===== config.mk =====
export PLATFORM = sky130hd
export DESIGN_NAME = pmreg_wr_arbiter
export DESIGN_NICKNAME = d
export VERILOG_FILES = /design/src/rtl/pmreg_wr_arbiter.sv
export SDC_FILE = /design/constraint.sdc
export NUM_CORES = 1
export LEC_CHECK = 0
export CORE_ASPECT_RATIO = 0.75
export CORE_MARGIN = 1
export CORE_UTILIZATION = 43
export DETAILED_ROUTE_END_ITERATION = 10
export GPL_ROUTABILITY_DRIVEN = 0
export PLACE_DENSITY = 0.82
export SLEW_MARGIN = 40
export SYNTH_ARGS = -nofsm -noshare
export SYNTH_HDL_FRONTEND = slang
export SYNTH_SLANG_ARGS = --single-unit

===== constraint.sdc =====
create_clock -name clk -period 3.23 [get_ports clk]
set_input_delay 0.4845 -clock clk [delete_from_list [all_inputs] [get_ports clk]]
set_output_delay 0.4845 -clock clk [all_outputs]
set_load 0.01 [all_outputs]

===== src/rtl/pmreg_wr_arbiter.sv =====
// pmreg_wr_arbiter: round-robin write arbiter for a shared clock-enabled register.
// NREQ requesters compete each cycle. The winner's grant, index, register enable and
// data slice are all registered together, so the shared register captures reg_d on
// the edge after the grant appears.
// Optional feature macro ARB_LOCK_EN adds a lock input. With it, a granted requester
// can hold the grant for up to LOCK_MAX consecutive cycles.
module pmreg_wr_arbiter #(
   parameter int NREQ     = 4,
   parameter int WIDTH    = 4
`ifdef ARB_LOCK_EN
   ,
   parameter int LOCK_MAX = 4
`endif
) (
   input  logic                    clk,
   input  logic                    clr_n,
   input  logic [NREQ-1:0]         req,
   input  logic [NREQ*WIDTH-1:0]   wdata,
`ifdef ARB_LOCK_EN
   input  logic [NREQ-1:0]         lock,
`endif
   output logic [NREQ-1:0]         gnt,
   output logic [2:0]              gnt_id,
   output logic                    reg_ce,
   output logic [WIDTH-1:0]        reg_d,
   output logic                    busy
);

   typedef enum logic {
      IDLE  = 1'b0,
      GRANT = 1'b1
   } state_t;

   state_t            state_q, state_d;
   logic [NREQ-1:0]   gnt_q, gnt_d;
   logic [2:0]        gnt_id_q, gnt_id_d;
   logic [2:0]        ptr_q, ptr_d;
   logic [WIDTH-1:0]  reg_d_q, reg_d_d;

   // Requests zero-extended to 8 bits so a 3-bit index is always in range.
   logic [7:0]        req_ext;
   assign req_ext = 8'(req);

   // Per-requester data slices, padded to 8 entries for the same reason.
   logic [WIDTH-1:0]  slice [8];

   generate
      for (genvar gi = 0; gi < 8; gi++) begin : g_slice
         if (gi < NREQ) begin : g_used
            assign slice[gi] = wdata[gi*WIDTH +: WIDTH];
         end else begin : g_pad
            assign slice[gi] = '0;
         end
      end
   endgenerate

   // Round-robin search: first requester at or after the pointer, wrapping to 0.
   logic        win_found;
   logic [2:0]  win_idx;
   logic [3:0]  cand;
   always_comb begin
      win_found = 1'b0;
      win_idx   = '0;
      cand      = '0;
      for (int k = 0; k < NREQ; k++) begin
         cand = {1'b0, ptr_q} + 4'(k);
         if (cand >= 4'(NREQ)) begin
            cand = cand - 4'(NREQ);
         end
         if (!win_found && req_ext[cand[2:0]]) begin
            win_found = 1'b1;
            win_idx   = cand[2:0];
         end
      end
   end

   // The pointer moves to the slot just after the winner, wrapping at NREQ-1.
   logic [2:0]  ptr_inc;
   assign ptr_inc = (win_idx == 3'(NREQ-1)) ? 3'd0 : win_idx + 3'd1;

`ifdef ARB_LOCK_EN
   // lock_cnt_q counts locked re-grants beyond the first grant of a run.
   // The holder may keep the grant while the run is shorter than LOCK_MAX grants.
   logic [3:0]  lock_cnt_q, lock_cnt_d;
   logic [7:0]  lock_ext;
   logic        lock_hold;
   assign lock_ext  = 8'(lock);
   assign lock_hold = (state_q == GRANT) && req_ext[gnt_id_q] && lock_ext[gnt_id_q]
                      && (lock_cnt_q < 4'(LOCK_MAX-1));
`endif

   // Next-state logic: pick the grantee, then derive all registered outputs from it.
   logic        grant_now;
   logic [2:0]  sel;
   logic [7:0]  onehot8;
   always_comb begin
      state_d   = IDLE;
      gnt_d     = '0;
      gnt_id_d  = '0;
      ptr_d     = ptr_q;
      reg_d_d   = reg_d_q;
      grant_now = 1'b0;
      sel       = win_idx;
      onehot8   = '0;
`ifdef ARB_LOCK_EN
      lock_cnt_d = '0;
      if (lock_hold) begin
         // Locked re-grant: the pointer stays frozen so the others keep their turn.
         grant_now  = 1'b1;
         sel        = gnt_id_q;
         lock_cnt_d = lock_cnt_q + 4'd1;
      end else if (win_found) begin
         grant_now = 1'b1;
         ptr_d     = ptr_inc;
      end
`else
      if (win_found) begin
         grant_now = 1'b1;
         ptr_d     = ptr_inc;
      end
`endif
      if (grant_now) begin
         state_d  = GRANT;
         onehot8  = 8'd1 << sel;
         gnt_d    = onehot8[NREQ-1:0];
         gnt_id_d = sel;
         reg_d_d  = slice[sel];
      end
   end

   // State and output registers; clr_n clears them immediately, without a clock edge.
   always_ff @(posedge clk or negedge clr_n) begin
      if (!clr_n) begin
         state_q    <= IDLE;
         gnt_q      <= '0;
         gnt_id_q   <= '0;
         ptr_q      <= '0;
         reg_d_q    <= '0;
`ifdef ARB_LOCK_EN
         lock_cnt_q <= '0;
`endif
      end else begin
         state_q    <= state_d;
         gnt_q      <= gnt_d;
         gnt_id_q   <= gnt_id_d;
         ptr_q      <= ptr_d;
         reg_d_q    <= reg_d_d;
`ifdef ARB_LOCK_EN
         lock_cnt_q <= lock_cnt_d;
`endif
      end
   end

   assign gnt    = gnt_q;
   assign gnt_id = gnt_id_q;
   assign reg_ce = (state_q == GRANT);
   assign reg_d  = reg_d_q;
   assign busy   = (|req) | reg_ce;

endmodule

; ---- Yosys cells after proc, flatten, opt, wreduce, memory -nomap -nowiden
; Cells that the tools add are included.
[word_totals]
out_inout_bits = 13
register_bits = 15
elab_cells = 61
[classes]
order_cmp = 9
n_mux = 28
n_addsub = 8
n_eq_ne = 1
shifts = 1
n_reduce_logical = 7
bitwise = 2
[op_table]
columns = op, n
row1 = $mux 3, 10
row2 = $lt 3x4->1 const B, 4
row3 = $bmux 1 s3, 4
row4 = $bmux 4 s3, 1
row5 = $ge 4x3->1 const B, 3
row6 = $mux 4, 3
row7 = $sub 3x3->3 const B, 4
row8 = $mux 1, 10
row9 = $add 3x2->4 const B, 2
row10 = $add 3x1->4 const B, 1
row11 = $ge 4x4->1 const B, 1
row12 = $not 3->4, 1
row13 = $reduce_or 4->1, 1
row14 = $shl 1x3->4 const A, 1
row15 = $add 3x1->3 const B, 1
row16 = $eq 3x2->1 const B, 1
row17 = $ge 3x3->1 const B, 1
row18 = $logic_and 1x1->1, 3
row19 = $logic_not 1->1, 3
row20 = $or 1x1->1, 1

; ---- Logic depth before layout (Yosys ltp)
; Gate-level depths: netlist of run 1.
[logic_depth]
depth_word = 18
depth_mapped = 12

; ---- Least setup slack after synthesis of run 1
; No wires, ideal clock.
[synth_timing]
path_kind = reg-to-reg
startpoint = register ptr_q[1]
endpoint = register ptr_q[1]
path_buffers = 2
path_stages_with_launch = 12
path_slack_ns = 0.593
t_arrival_ns = 2.511
required_time_ns = 3.104
path_cell_list = dfrtp_1 -> buf_2 -> inv_1 -> ha_1 -> buf_2 -> mux4_1 -> nand2b_1 -> and4_4 -> mux2i_4 -> ha_1 -> nand2_1 -> o21ai_0
[synth_between]
elab_chain_len = 16
[synth_rtl]
columns = item, line
row1 = from (decl), 37  ; logic [2:0] ptr_q, ptr_d;
row2 = from (signal assigned), 146  ; ptr_q <= ptr_d;
row3 = branches (longest 13 deep; another with $add 3x1->4), -
row4 = $mux 3 *, 70  ; if (!win_found && req_ext[cand[2:0]]) begin
row5 = $add 3x1->3 / $eq 3x2->1 (equally long branches), 79  ; assign ptr_inc = (win_idx == 3'(NREQ-1)) ? 3'd0 : win_idx + 3'd1;
row6 = $mux 3 *, 79
row7 = named net ptr_inc[1], 78  ; logic [2:0] ptr_inc;
; Mark *: on every way through the listed nets, which the timed path passes. The select of a mux whose other input is x is not followed.
; A chain may end at the register's enable or synchronous reset.

; ---- Worst setup path in the final report of run 1
[layout_timing]
startpoint = input port req[3]
endpoint = register ptr_q[1]
[layout_between]
elab_chain_len = 14
[layout_rtl]
columns = item, line
row1 = from (decl), 17  ; input logic [NREQ-1:0] req,
row2 = $bmux 1 s3, 70
row3 = $mux 1 (not written as such), 70
row4 = $mux 1, 70
row5 = $logic_not 1->1, 70
row6 = $logic_and 1x1->1, 70
row7 = $mux 1, 70
row8 = $logic_not 1->1, 70
row9 = $logic_and 1x1->1, 70
row10 = $mux 1, 70
row11 = $logic_not 1->1, 70
row12 = $logic_and 1x1->1, 70
row13 = $mux 3 *, 70
row14 = $add 3x1->3 / $eq 3x2->1 (equally long branches), 79
row15 = $mux 3 *, 79
row16 = named net ptr_inc[1], 78
; The timed path passes the listed nets; every way through them passes the cells marked *. The select of a mux whose other input is x is not followed.

==> run summary, run 1 <==
Flop2flop setup slack - 0.52 ns
Post-synthesis mux area share - 23.85%
Post-route cell area - 0.001655 mm2
Max-cap viol count - 0
Clock Sinks - 15
Fin worst setup slack - 0.5034 ns
CTS Buf Count - 3
Switching share of power - 44.97%
DRC - 0
Filler cells - 217
I/O pin cnt - 35
Post-Synth XOR/XNOR Area - 0%
Critical path capture point type - register
Count of final hold-check violations - 0
RSZ-0062 raised after global routing - false
Cells on worst reg2reg path - 9
Synth Area in Simple Gates - 20.47%
Hold EP - reg_d[2]
Setup TNS - 0 ns
Synth Area in Compound Gates - 16.27%
Max Slew Vio Count - 0
Vias per inst - 5.861
Avg WL per Cell - 16.93 um
Worst IR Drop VDD - 0.0006398 V
H-tree levels - 1
Outcome - completed
R2r endpoint - ptr_q[1]
Most frequent cell after synthesis - dfrtp_1
Logic pwr share - 73.9%
Yosys top cell area share - 30.71%
Mapped cell area - 0.001222 mm2
Routed Antenna Nets - 0
Gr ovfl total - 0
DIE WIDTH - 63.57 um
Largest net degree at the start of global routing - 22
Global Route Usage Sum - 20.11%
Post_cts resized - 0
Seq pwr share - 17.4%
Reg area - 375.4 um2
Commonest cells post-synth - dfrtp_1, mux2i_1, nand2_1, inv_1, nor2_1
1st-iter DRT viols - 76
Syn Area/Cell - 10.72 um2
Critical Path AT - 2.86 ns
Hold WS - 0.5076 ns
Latest clock arrival within the worst-skew pair - 0.25 ns
Top area cells in the synthesized netlist - dfrtp_1, mux2i_1, mux2_2
Post-cts hold buffer count - 0
CP Class - input pin to register
Initial Util - 45.91%
Rows - 16
Async SR Flop Fraction - 100.0%
Core area - 0.002663 mm2
Layout area overhead - 35.41%
DP Area - 0.001607 mm2
Drt first pass iters - 4
Rel. slew slack - 55.97%
Clk buf depth - 2
Critical R2R Launch - ptr_q[0]
Multi-input logic area - 782.0 um2
Pint - 0.9805 mW
Power Dens Cells - 1076 mW/mm2
Detailed Place HPWL - 2441 um
Die Area - 0.003062 mm2
CP Max Fanout - 10
Number of setup buffers added after CTS - 0
EDFF count, synth - 0
Initial antenna violation count - 0
CTS clk-pin slew, worst paths - 0.07 ns
Fin nets - 177
First-pass GRT wire length - 4616 um
Worst hold path depth - 2
Period utilization - 84.41%
Sw power - 0.8013 mW
Final Skew - 0.004468 ns
Lkg Pwr - 0.6884 nW
Share of cells above drive strength 1 - 17.22%
CTS root buf - clkbuf_8
Final wirelength - 3165 um
HP Class - register to register
Vias in the first global route - 947
Worst setup SP type - input pin
Main combinational cell family by area after synthesis - multiplexers
Post-Synthesis Cells - 114
Number of synthesized register bits - 15
Yosys cell types - 45
Count of input and output buffers - 34
Vias - 1096
Syn Nets - 139
Die H - 48.18 um
Synth area leader - dfrtp_1
Min-delay src - reg_d[2]
Final Critical Period - 2.727 ns
Fmax - 366.8 MHz
Crit path required time - 3.37 ns
Sequential element share of the synthesized area - 30.71%
Ys flop type - dfrtp_1
CTS tree - yes
Pin slew with the least headroom to its limit - 0.6583 ns
Final design utilization - 62.17%
ANT cells - 0
Post-Synth Adder-Cell Area - 3.071%
Synth warnings - 0
# setup viols final - 0
Clk pwr share - 8.7%
Pre-CTS WS - 0.2755 ns
-- cell type report --
cell class	instances	area share [%]
multi-input cells	85	47.24
flip-flops and latches	15	22.68
repair buffers	38	22.37
well taps	36	2.721
clock buffers	3	2.494
inverters	9	2.041
clock inverters	1	0.4535
-- worst max-delay path by stage --
stage               startpoint  endpoint  slack [ns]  cells past startpoint
floorplan             ptr_q[1]  ptr_q[1]        0.59                     11
global placement        req[3]  ptr_q[1]        0.41                      8
detailed placement      req[3]  ptr_q[1]        0.28                      8
CTS                     req[3]  ptr_q[1]        0.55                      8
global route          ptr_q[0]  reg_d[2]        0.42                      9
finish                  req[3]  ptr_q[1]        0.50                      8
-- worst max-delay path: stages --
cell,delay (ns)
clkdlybuf4s50_1,0.61
mux4_1,0.61
nand2b_1,0.11
and4_4,0.28
mux2i_4,0.36
ha_1,0.29
nand2_1,0.06
o21ai_0,0.07
-- logic make-up after synthesis --
| logic type | Yosys count |
|---|---|
| mux | 21 |
| other cells | 1 |
| simple gates | 39 |
| buf+inv | 14 |
| compound gates | 21 |
| fa+ha+maj | 3 |
| flops | 15 |
-- per-layer routing --
metal | up-vias | routed length, um | global-route usage, %
met1 | 562 | 1418 | 27.47
li1 | 493 | - | -
met2 | 35 | 1567 | 34.47
met5 | - | 0 | 0
met4 | 0 | 30 | 5.000
met3 | 6 | 148 | 3.271
-- power groups by stage --
stage	Combinational [mW]	Sequential, mW	Clock, mW
final	1.32	0.310	0.155
after global routing	1.41	0.317	0.162
after CTS	1.31	0.310	0.155
after detailed placement	1.30	0.313	0
after global placement	1.25	0.311	0
after floorplan	0.885	0.346	0
-- per-stage QoR --
stage | instances | power, mW
after floorplan | 114 | 1.231
after global placement | 183 | 1.557
after detailed placement | 183 | 1.610
after CTS | 187 | 1.771
after global routing | 187 | 1.889
final | 187 | 1.782
-- flip-flops by register name, indices dropped and copies added (netlist names) --
name,flops
ptr_q,3
reg_d,4
gnt,4
reg_ce,1
gnt_id,3
-- cell usage in the layout (no fill, tap or decap), types with 2 or more instances in the layout --
| master | n |
|---|---|
| a21oi_1 | 2 |
| o2111ai_1 | 3 |
| clkdlybuf4s50_1 | 34 |
| ha_1 | 3 |
| o21ai_0 | 2 |
| nand2b_1 | 5 |
| o211ai_1 | 3 |
| mux2_2 | 5 |
| mux2i_4 | 2 |
| clkbuf_8 | 3 |
| inv_1 | 8 |
| nand3b_1 | 3 |
| and2b_1 | 2 |
| buf_4 | 4 |
| and2_1 | 2 |
| mux2i_1 | 10 |
| nand2_1 | 9 |
| dfrtp_1 | 15 |
| nor2_1 | 7 |
| mux4_1 | 2 |
No activity file was read; power rests on OpenSTA's default activity.
==> run 2, diff against run 1 <==
--- a/config.mk
+++ b/config.mk
@@ -10,7 +10,7 @@
 export CORE_UTILIZATION = 43
 export DETAILED_ROUTE_END_ITERATION = 10
 export GPL_ROUTABILITY_DRIVEN = 0
-export PLACE_DENSITY = 0.82
+export PLACE_DENSITY = 0.85
 export SLEW_MARGIN = 40
 export SYNTH_ARGS = -nofsm -noshare
 export SYNTH_HDL_FRONTEND = slang
==> constraint.sdc (replaced) <==
create_clock -name clk -period 2.3 [get_ports clk]
set_input_delay 0.345 -clock clk [delete_from_list [all_inputs] [get_ports clk]]
set_output_delay 0.345 -clock clk [all_outputs]
set_load 0.01 [all_outputs]
==> run summary, run 2 (synthesis results as in run 1) <==
ANT cells - 0 (unchanged)
Rel. slew slack - 55.00% (was 55.97%)
Max Slew Vio Count - 0 (unchanged)
Overall power - 3.105 mW (was 1.782 mW)
Die H - 48.18 um (unchanged)
Gr ovfl total - 0 (unchanged)
Layout Cells excl Fill - 214 (was 187)
Routed Antenna Nets - 0 (unchanged)
Worst setup SP type - input pin (unchanged)
Power Dens Cells - 1618 mW/mm2 (was 1076 mW/mm2)
Outcome - finished, violations left (was completed)
Share of cells above drive strength 1 - 35.39% (was 17.22%)
Final Skew - 0.002624 ns (was 0.004468 ns)
Most frequent cells in the layout - clkdlybuf4s50_1, buf_4, dfrtp_1, mux2i_1, nand2_1 (was clkdlybuf4s50_1, dfrtp_1, mux2i_1, nand2_1, inv_1)
Worst Setup EP - ptr_q[1] (unchanged)
Commonest non-fill, non-tap cell in the layout - clkdlybuf4s50_1 (unchanged)
DRC - 0 (unchanged)
Core area - 0.002663 mm2 (unchanged)
RSZ-0062 raised after global routing - true (was false)
CTS clk-pin slew, worst paths - 0.06 ns (was 0.07 ns)
R2r endpoint - ptr_q[1] (unchanged)
CTS root buf - clkbuf_8 (unchanged)
Die Area - 0.003062 mm2 (unchanged)
Fmax - 430.3 MHz
Final design utilization - 72.09% (was 62.17%)
Final Critical Period - 2.324 ns
Crit path required time - 2.44 ns (was 3.37 ns)
Max-cap viol count - 0 (unchanged)
Violated checks - negative setup slack
Post-cts hold buffer count - 0 (unchanged)
Avg WL per Cell - 16.06 um (was 16.93 um)
Fin worst setup slack - -0.02396 ns (was 0.5034 ns)
Vias - 1163 (was 1096)
Fin nets - 204 (was 177)
Critical path capture point type - register (unchanged)
Detailed Place HPWL - 2565 um (was 2441 um)
Count of final hold-check violations - 0 (unchanged)
Pin slew with the least headroom to its limit - 0.6729 ns (was 0.6583 ns)
Reg area - 376.6 um2 (was 375.4 um2)
Clk buf depth - 2 (unchanged)
Initial antenna violation count - 0 (unchanged)
First-pass GRT wire length - 5030 um (was 4616 um)
CP Max Fanout - 6 (was 10)
CP Class - input pin to register (unchanged)
Final wirelength - 3437 um (was 3165 um)
Flop2flop setup slack - 0 ns (was 0.52 ns)
Filler cells - 174 (was 217)
I/O pin cnt - 35 (unchanged)
Layout area overhead - 57.01% (was 35.41%)
Worst IR Drop VDD - 0.0009453 V (was 0.0006398 V)
Vias in the first global route - 1100 (was 947)
Period utilization - 101.0%
Multi-input logic area - 817.0 um2 (was 782.0 um2)
Critical path startpoint - req[3] (unchanged)
Critical R2R Launch - ptr_q[0] (unchanged)
Cells on worst reg2reg path - 8 (was 9)
CTS tree - yes (unchanged)
CTS Buf Count - 3 (unchanged)
Setup TNS - -0.04555 ns (was 0 ns)
Global Route Usage Sum - 21.90% (was 20.11%)
Largest net degree at the start of global routing - 16 (was 22)
H-tree levels - 1 (unchanged)
Critical Path AT - 2.47 ns (was 2.86 ns)
HP Class - input pin to asynchronous set/reset pin (was register to register)
1st-iter DRT viols - 79 (was 76)
Drt first pass iters - 4 (unchanged)
Placed cell count - 203 (was 183)
Rows - 16 (unchanged)
DIE WIDTH - 63.57 um (unchanged)
Initial Util - 45.91% (unchanged)
Clock Sinks - 15 (unchanged)
Pre-CTS WS - -0.2360 ns (was 0.2755 ns)
Latest clock arrival within the worst-skew pair - 0.25 ns (about the same)
Lkg Pwr - 0.8365 nW (was 0.6884 nW)
Vias per inst - 5.435 (was 5.861)
Count of input and output buffers - 34 (unchanged)
# setup viols final - 3 (was 0)
run 2: cell types whose count changed in the layout (fill, tap and decap cells not counted), sizes merged:
| cell | previous run | this run |
|---|---|---|
| buf | 4 | 31 |
| clkdlybuf4s50 | 34 | 32 |
| clkbuf | 3 | 4 |
| dlymetal6s2s | 0 | 2 |
| clkinvlp | 1 | 0 |
run 2: worst min path at each step:
| stage | startpoint | endpoint | slack [ns] | depth (start not counted) |
|---|---|---|---|---|
| floorplan | clr_n | gnt[0] | 0.05 | 0 |
| global placement | reg_d[2] | reg_d[2] | 0.50 | 2 |
| detailed placement | reg_d[2] | reg_d[2] | 0.49 | 2 |
| CTS | reg_d[2] | reg_d[2] | 0.51 | 2 |
| global route | reg_d[2] | reg_d[2] | 0.54 | 2 |
| finish | clr_n | gnt_id[0] | 0.51 | 1 |
run 2: worst max-delay path, stage by stage:
cell	delay, ns
clkdlybuf4s50_1	0.51
mux4_1	0.56
inv_1	0.13
and4_4	0.27
mux2i_4	0.30
ha_4	0.24
nand2_2	0.06
o21ai_2	0.05
run 2: power breakdown:
group          switching, mW  internal, mW  total, mW
Clock                 0.0915         0.123      0.214
Combinational           1.12          1.32       2.44
Sequential            0.0619         0.391      0.453
Total                   1.27          1.83       3.10
run 2: timing repair:
| action | 4_1_cts | 5_1_grt |
|---|---|---|
| pin swaps | 1 | 3 |
| resized for setup | 2 | 11 |
| setup buffers | 2 | 4 |
| hold endpoints to repair | 0 | 0 |
| gates cloned | 0 | 1 |
| setup endpoints to repair | 2 | 6 |
run 2: per-layer routing:
layer | GRT usage, % | up-vias | wire [um]
met3 | 3.738 | 5 | 198
met2 | 39.15 | 56 | 1665
met4 | 6.364 | 0 | 40
li1 | - | 547 | -
met1 | 28.41 | 555 | 1532
met5 | 0 | - | 0
run 2: through the flow:
stage | hold WS [ns] | area (um2)
3_5_place_dp | 0.4861 | 1768
5_1_grt | 0.5410 | 1919
4_1_cts | 0.5136 | 1832
2_1_floorplan | 0.04941 | 1246
3_3_place_gp | 0.4985 | 1768
6_report | 0.5051 | 1919
run 2: layout make-up:
| class | instances | area share [%] |
|---|---|---|
| flip-flops and latches | 15 | 19.62 |
| clock buffers | 4 | 2.347 |
| well taps | 36 | 2.347 |
| inverters | 9 | 1.890 |
| multi-input cells | 85 | 42.57 |
| repair buffers | 65 | 31.23 |
==> run 3, diff against run 2 <==
==> constraint.sdc (replaced) <==
create_clock -name clk -period 2.3 [get_ports clk]
set_input_delay 0.345 -clock clk [delete_from_list [all_inputs] [get_ports clk]]
set_output_delay 0.345 -clock clk [all_outputs]
set_load 0.005 [all_outputs]
==> results of run 3 <==
Same layout as run 2 (identical final DEF). Status: finished, violations left: negative setup slack.
Among the figures that moved: total power 3.105 mW -> 3.069 mW; worst IR drop on VDD 0.0009453 V -> 0.0009366 V
